### config.mk
export PLATFORM = sky130hd
export DESIGN_NAME = uart_tx_arbiter
export DESIGN_NICKNAME = d
export VERILOG_FILES = /design/src/rtl/uart_tx_arbiter.sv
export SDC_FILE = /design/constraint.sdc
export NUM_CORES = 1
export LEC_CHECK = 0
export ABC_AREA = 1
export CORE_MARGIN = 10
export CORE_UTILIZATION = 47
export DETAILED_ROUTE_END_ITERATION = 10
export GPL_TIMING_DRIVEN = 0
export PLACE_DENSITY = 0.85
export SKIP_CTS_REPAIR_TIMING = 1
export SYNTH_ARGS = -nofsm -noshare
export SYNTH_HDL_FRONTEND = slang
export SYNTH_SLANG_ARGS = --single-unit
### constraint.sdc
create_clock -name clk -period 3.55 [get_ports clk]
set_input_delay 0.71 -clock clk [delete_from_list [all_inputs] [get_ports clk]]
set_output_delay 0.71 -clock clk [all_outputs]
set_load 0.02 [all_outputs]
### src/rtl/uart_tx_arbiter.sv
// Round-robin arbiter that lets NUM_REQ byte sources share one UART transmitter.
// Under PKT_LOCK the owner keeps the grant until it has sent a byte flagged last.
module uart_tx_arbiter #(
    parameter int NUM_REQ  = 4,
    parameter int PKT_LOCK = 1
) (
    input  logic                 clk,
    input  logic                 reset,
    input  logic [NUM_REQ-1:0]   req_valid,
    input  logic [8*NUM_REQ-1:0] req_data,
    input  logic [NUM_REQ-1:0]   req_last,
    output logic [NUM_REQ-1:0]   req_ready,
    output logic [NUM_REQ-1:0]   grant,
    output logic                 tx_write,
    output logic [7:0]           tx_data,
    input  logic                 tx_busy
);

    localparam int IDX_W = (NUM_REQ > 1) ? $clog2(NUM_REQ) : 1;

    typedef enum logic [2:0] {
        IDLE,
        ARB,
        SEND,
        SETTLE,
        WAIT
    } state_t;

    state_t             state;
    logic [IDX_W-1:0]   owner;
    logic [IDX_W-1:0]   last_owner;
    logic               last_q;
    logic [IDX_W-1:0]   rr_idx;
    logic               rr_found;
    logic [NUM_REQ-1:0] rr_oh;
    logic [NUM_REQ-1:0] owner_oh;

    function automatic logic [IDX_W-1:0] wrap_add(input logic [IDX_W-1:0] base, input int step);
        int sum;
        sum = (int'(base) + step) % NUM_REQ;
        return IDX_W'(sum);
    endfunction

    // Search starts just after the previous owner, so it has lowest priority.
    always_comb begin
        // NOTE: every combinational output gets a default first so no path leaves it unassigned (no latch).
        rr_found = 1'b0;
        rr_idx   = last_owner;
        for (int k = 1; k <= NUM_REQ; k++) begin
            if (!rr_found && req_valid[wrap_add(last_owner, k)]) begin
                rr_found = 1'b1;
                rr_idx   = wrap_add(last_owner, k);
            end
        end
    end

    assign rr_oh    = NUM_REQ'(1) << rr_idx;
    assign owner_oh = NUM_REQ'(1) << owner;

    always_ff @(posedge clk) begin
        if (reset) begin
            state      <= IDLE;
            grant      <= '0;
            req_ready  <= '0;
            tx_write   <= 1'b0;
            tx_data    <= 8'h00;
            last_q     <= 1'b0;
            owner      <= '0;
            last_owner <= IDX_W'(NUM_REQ - 1);
        end else begin
            // NOTE: pulses default low every cycle, so any assertion below lasts exactly one cycle.
            tx_write  <= 1'b0;
            req_ready <= '0;
            unique case (state)
                IDLE: begin
                    grant <= '0;
                    if (|req_valid) state <= ARB;
                end
                ARB: begin
                    if (rr_found) begin
                        owner <= rr_idx;
                        grant <= rr_oh;
                        state <= SEND;
                    end else begin
                        grant <= '0;
                        state <= IDLE;
                    end
                end
                SEND: begin
                    if (!tx_busy && req_valid[owner]) begin
                        tx_write  <= 1'b1;
                        req_ready <= owner_oh;
                        tx_data   <= req_data[{owner, 3'b000} +: 8];
                        last_q    <= req_last[owner];
                        state     <= SETTLE;
                    end
                end
                // The transmitter raises busy one cycle after the write; skip that cycle.
                SETTLE: state <= WAIT;
                WAIT: begin
                    if (!tx_busy) begin
                        if ((PKT_LOCK != 0) && !last_q) begin
                            state <= SEND;
                        end else begin
                            last_owner <= owner;
                            grant      <= '0;
                            state      <= ARB;
                        end
                    end
                end
                default: state <= IDLE;
            endcase
        end
    end

endmodule
==> flow_summary.html <==
<table>
<tr><th>Metric</th><th>Value</th></tr>
<tr><th colspan="2">Run status</th></tr>
<tr><td>Result of the run</td><td>completed</td></tr>
<tr><th colspan="2">Synth</th></tr>
<tr><td>Share of synthesized cell area in and, or, nand and nor gates</td><td>37.7%</td></tr>
<tr><td>Flip-flop and latch count after synthesis</td><td>25</td></tr>
<tr><td>Main combinational cell family by area after synthesis</td><td>simple AND/OR/NAND/NOR gates</td></tr>
<tr><td>Top area cells in the synthesized netlist</td><td>sky130_fd_sc_hd__dfxtp_1 33%, sky130_fd_sc_hd__nand2_1 16%, sky130_fd_sc_hd__o21ai_0 8.5%</td></tr>
<tr><td>Leading area contributor after synthesis</td><td>sky130_fd_sc_hd__dfxtp_1</td></tr>
<tr><td>Post-Syn Nets</td><td>285</td></tr>
<tr><td>Warning count from the yosys run</td><td>0</td></tr>
<tr><td>Number of standard cells after synthesis</td><td>242</td></tr>
<tr><td>Post-synthesis compound-gate area fraction</td><td>20.3%</td></tr>
<tr><td>Share of Yosys cell area claimed by the top area cell type</td><td>32.6%</td></tr>
<tr><td>Post-synthesis share of cell area spent on full adders, half adders and majority gates</td><td>0%</td></tr>
<tr><td>Fraction of synthesized cell area in xor and xnor cells</td><td>0%</td></tr>
<tr><td>Post-Syn Area per Cell</td><td>6.34 um^2</td></tr>
<tr><td>Distinct cells, synth</td><td>25</td></tr>
<tr><td>Post-synthesis instance area</td><td>1540 um^2</td></tr>
<tr><td>Multiplexer share of the synthesized area</td><td>0%</td></tr>
<tr><td>Sequential-to-total area share from yosys stat</td><td>32.6%</td></tr>
<tr><th colspan="2">Flow run</th></tr>
<tr><td>Max-cap viol count</td><td>0</td></tr>
<tr><th colspan="2">Route</th></tr>
<tr><td>Vias per Instance</td><td>5.09</td></tr>
<tr><td>Detail Route Antenna Nets</td><td>0</td></tr>
<tr><td>Drt drc</td><td>0</td></tr>
<tr><td>Average detailed-routed wire length per instance</td><td>13.2 um</td></tr>
<tr><td>Detailed-routing iteration count for the pre-antenna-repair pass</td><td>5</td></tr>
<tr><td>Total via count after detailed routing</td><td>1771</td></tr>
<tr><td>Initial drt markers</td><td>125</td></tr>
<tr><td>Overall routed net length</td><td>4.60 mm</td></tr>
<tr><th colspan="2">Clocking</th></tr>
<tr><td>CTS Buffer Depth</td><td>2</td></tr>
<tr><td>Insertion delay of the later-clocked pin in the worst-skew pair</td><td>0.31 ns</td></tr>
<tr><td>Clock tree from TritonCTS</td><td>done</td></tr>
<tr><td>Root buffer cell</td><td>sky130_fd_sc_hd__clkbuf_4</td></tr>
<tr><td>Register clock-pin slew on the reported worst setup and hold paths</td><td>0.14 ns</td></tr>
<tr><td>Max H-tree Level</td><td>1</td></tr>
<tr><td>Number of CTS-inserted buffers</td><td>3</td></tr>
<tr><td>Sinks on Clock Net</td><td>25</td></tr>
<tr><th colspan="2">Floorplan</th></tr>
<tr><td>Number of placement rows</td><td>20</td></tr>
<tr><td>Die Span X</td><td>77.2 um</td></tr>
<tr><td>Vertical extent of the die</td><td>77.2 um</td></tr>
<tr><td>Full die area</td><td>5950 um^2</td></tr>
<tr><td>Effective utilization at floorplan</td><td>49.9%</td></tr>
<tr><td>Area of the core region</td><td>3080 um^2</td></tr>
<tr><td>Number of I/O pins</td><td>60</td></tr>
<tr><th colspan="2">Final layout</th></tr>
<tr><td>Count of antenna diodes in the layout</td><td>0</td></tr>
<tr><td>Number of fill cells</td><td>281</td></tr>
<tr><td>Post-layout net count</td><td>348</td></tr>
<tr><td>Fraction of layout instances using a drive strength above 1</td><td>9.87%</td></tr>
<tr><td>Area growth from synthesis to final layout</td><td>43.4%</td></tr>
<tr><td>Number of standard cells in the layout, taps in and fillers out</td><td>348</td></tr>
<tr><th colspan="2">Timing</th></tr>
<tr><td>Number of setup violations in the final report</td><td>0</td></tr>
<tr><td>Max Fclk</td><td>496 MHz</td></tr>
<tr><td>Tmin final</td><td>2.02 ns</td></tr>
<tr><td>Fraction of the cycle the final worst path needs</td><td>56.8%</td></tr>
<tr><td>Max Clock Skew</td><td>0.00162 ns</td></tr>
<tr><td>Setup repair after global routing missed its margin</td><td>false</td></tr>
<tr><td>Transition time at the pin with the least slew margin</td><td>0.527 ns</td></tr>
<tr><td>Total Neg Setup Slack</td><td>0 ns</td></tr>
<tr><td>Slew Limit Fails</td><td>0</td></tr>
<tr><td>Worst rel slew slack</td><td>64.9%</td></tr>
<tr><td>Final hold viol count</td><td>0</td></tr>
<tr><th colspan="2">Setup path</th></tr>
<tr><td>Buf+Inv Stages, Crit Path</td><td>1</td></tr>
<tr><td>Kind of start point of the critical path</td><td>flop</td></tr>
<tr><td>Slowest cell on the critical path</td><td>sky130_fd_sc_hd__clkdlybuf4s50_1</td></tr>
<tr><td>Data required time at the worst endpoint</td><td>2.84 ns</td></tr>
<tr><td>Category of the critical setup timing path</td><td>reg -&gt; out</td></tr>
<tr><td>Delay of the slowest cell on the worst path</td><td>0.62 ns</td></tr>
<tr><td>Max FO, Critical Path</td><td>2</td></tr>
<tr><td>Crit path cell chain</td><td>clkdlybuf4s50_1</td></tr>
<tr><td>Top Family by Delay on Critical Path</td><td>buffers and inverters</td></tr>
<tr><td>Flop2flop setup slack</td><td>1.95 ns</td></tr>
<tr><td>Endpoint kind of the worst setup timing path</td><td>output pin</td></tr>
<tr><td>Crit path DAT</td><td>1.31 ns</td></tr>
<tr><th colspan="2">Placed design</th></tr>
<tr><td>Final HPWL from detailed placement</td><td>3.68 mm</td></tr>
<tr><td>Placed Cells incl. Taps</td><td>344</td></tr>
<tr><td>RD Place Congestion</td><td>0.819</td></tr>
<tr><td>PortBufs</td><td>58</td></tr>
<tr><th colspan="2">Global route</th></tr>
<tr><td>Global-route wire length before repair</td><td>7.67 mm</td></tr>
<tr><td>Pin count of the biggest net entering global routing</td><td>16</td></tr>
<tr><td>Number of global-route vias before repair</td><td>1681</td></tr>
<tr><td>Initial antenna violation count</td><td>0</td></tr>
<tr><td>Total GRT Usage</td><td>15.0%</td></tr>
<tr><td>Congestion Overflow GR</td><td>0</td></tr>
<tr><th colspan="2">Worst hold path</th></tr>
<tr><td>Worst min-delay path class</td><td>reg -&gt; reg</td></tr>
<tr><th colspan="2">Power and ir drop</th></tr>
<tr><td>Leakage power</td><td>0.000913 uW</td></tr>
<tr><td>Worst vdd ir</td><td>205 uV</td></tr>
<tr><td>P per Cell Area</td><td>376 nW/um^2</td></tr>
</table>
[metal layers]
layer | GRT usage (%) | up-vias | part of all wire [%]
met2 | 24.6 | 53 | 46
met1 | 19.2 | 805 | 47
met4 | 2.19 | 0 | 0.30
met3 | 4.55 | 2 | 6.9
li1 | - | 911 | -
met5 | 0 | - | 0
[Yosys cell counts, drive strengths merged]
cell type   n
buf         4
inv        21
nor2       36
nor3        3
o211ai      2
clkinv      1
a21oi      17
clkbuf      6
nand3      12
nor3b       1
dfxtp      25
o21ai      28
nand2      77
o22ai       9
[layout make-up]
cell class / instances / area [um^2] / area share (%)
Buffer: 10 / 51.3 / 2.33
Clock buffer: 3 / 22.5 / 1.02
Clock inverter: 1 / 7.51 / 0.341
Inverter: 22 / 92.6 / 4.21
Multi-Input combinational cell: 185 / 891 / 40.5
Sequential cell: 25 / 500 / 22.7
Tap cell: 44 / 55.1 / 2.50
Timing Repair Buffer: 58 / 581 / 26.4
[flip-flops by register name (all words and copies together) (netlist names)]
| register | cells |
|---|---|
| grant | 4 |
| last_owner | 2 |
| state | 3 |
| tx_write | 1 |
| owner | 2 |
| tx_data | 8 |
| last_q | 1 |
| req_ready | 4 |
[layout by cell type, fill, tap and decap left out, types with 6 or more instances in the layout]
cell / instances
sky130_fd_sc_hd__inv_1: 19
sky130_fd_sc_hd__nand2_2: 7
sky130_fd_sc_hd__dfxtp_1: 25
sky130_fd_sc_hd__o22ai_1: 9
sky130_fd_sc_hd__nor2_1: 33
sky130_fd_sc_hd__clkbuf_1: 6
sky130_fd_sc_hd__nand2_1: 66
sky130_fd_sc_hd__clkdlybuf4s50_1: 58
sky130_fd_sc_hd__nand3_1: 11
sky130_fd_sc_hd__o21ai_0: 26
sky130_fd_sc_hd__a21oi_1: 13
[worst paths after layout]
path,from,end,cells after the start
worst min register to register,tx_data[4],tx_data[4],2
worst min-delay path,tx_data[4],tx_data[4],2
worst max register to register,last_owner[0],owner[1],13
worst max-delay path,tx_data[7],tx_data[7],1
[where the power goes]
part	internal [uW]	switching [uW]	leakage, uW
Combinational	152	216	0.000696
Clock	42.9	87.2	0.0000139
Sequential	310	20.3	0.000203
[logic make-up after synthesis]
group | count (synthesis)
and+or+nand+nor | 129
AOI/OAI and AO/OA | 56
DFF | 25
buffers and inverters | 32
[stage by stage]
stage	total power (uW)	instance area, um^2	setup WS (ns)	utilization [%]	hold slack [ns]
final	828	2200	1.53	71.5	0.474
after detailed placement	698	2170	1.27	70.5	0.456
after global routing	898	2200	1.45	71.5	0.486
after CTS	827	2200	1.52	71.5	0.474
after global placement	696	2170	1.25	70.5	0.451
after floorplan	570	1540	1.95	-	0.444
Power figures use the tool's default switching activity.
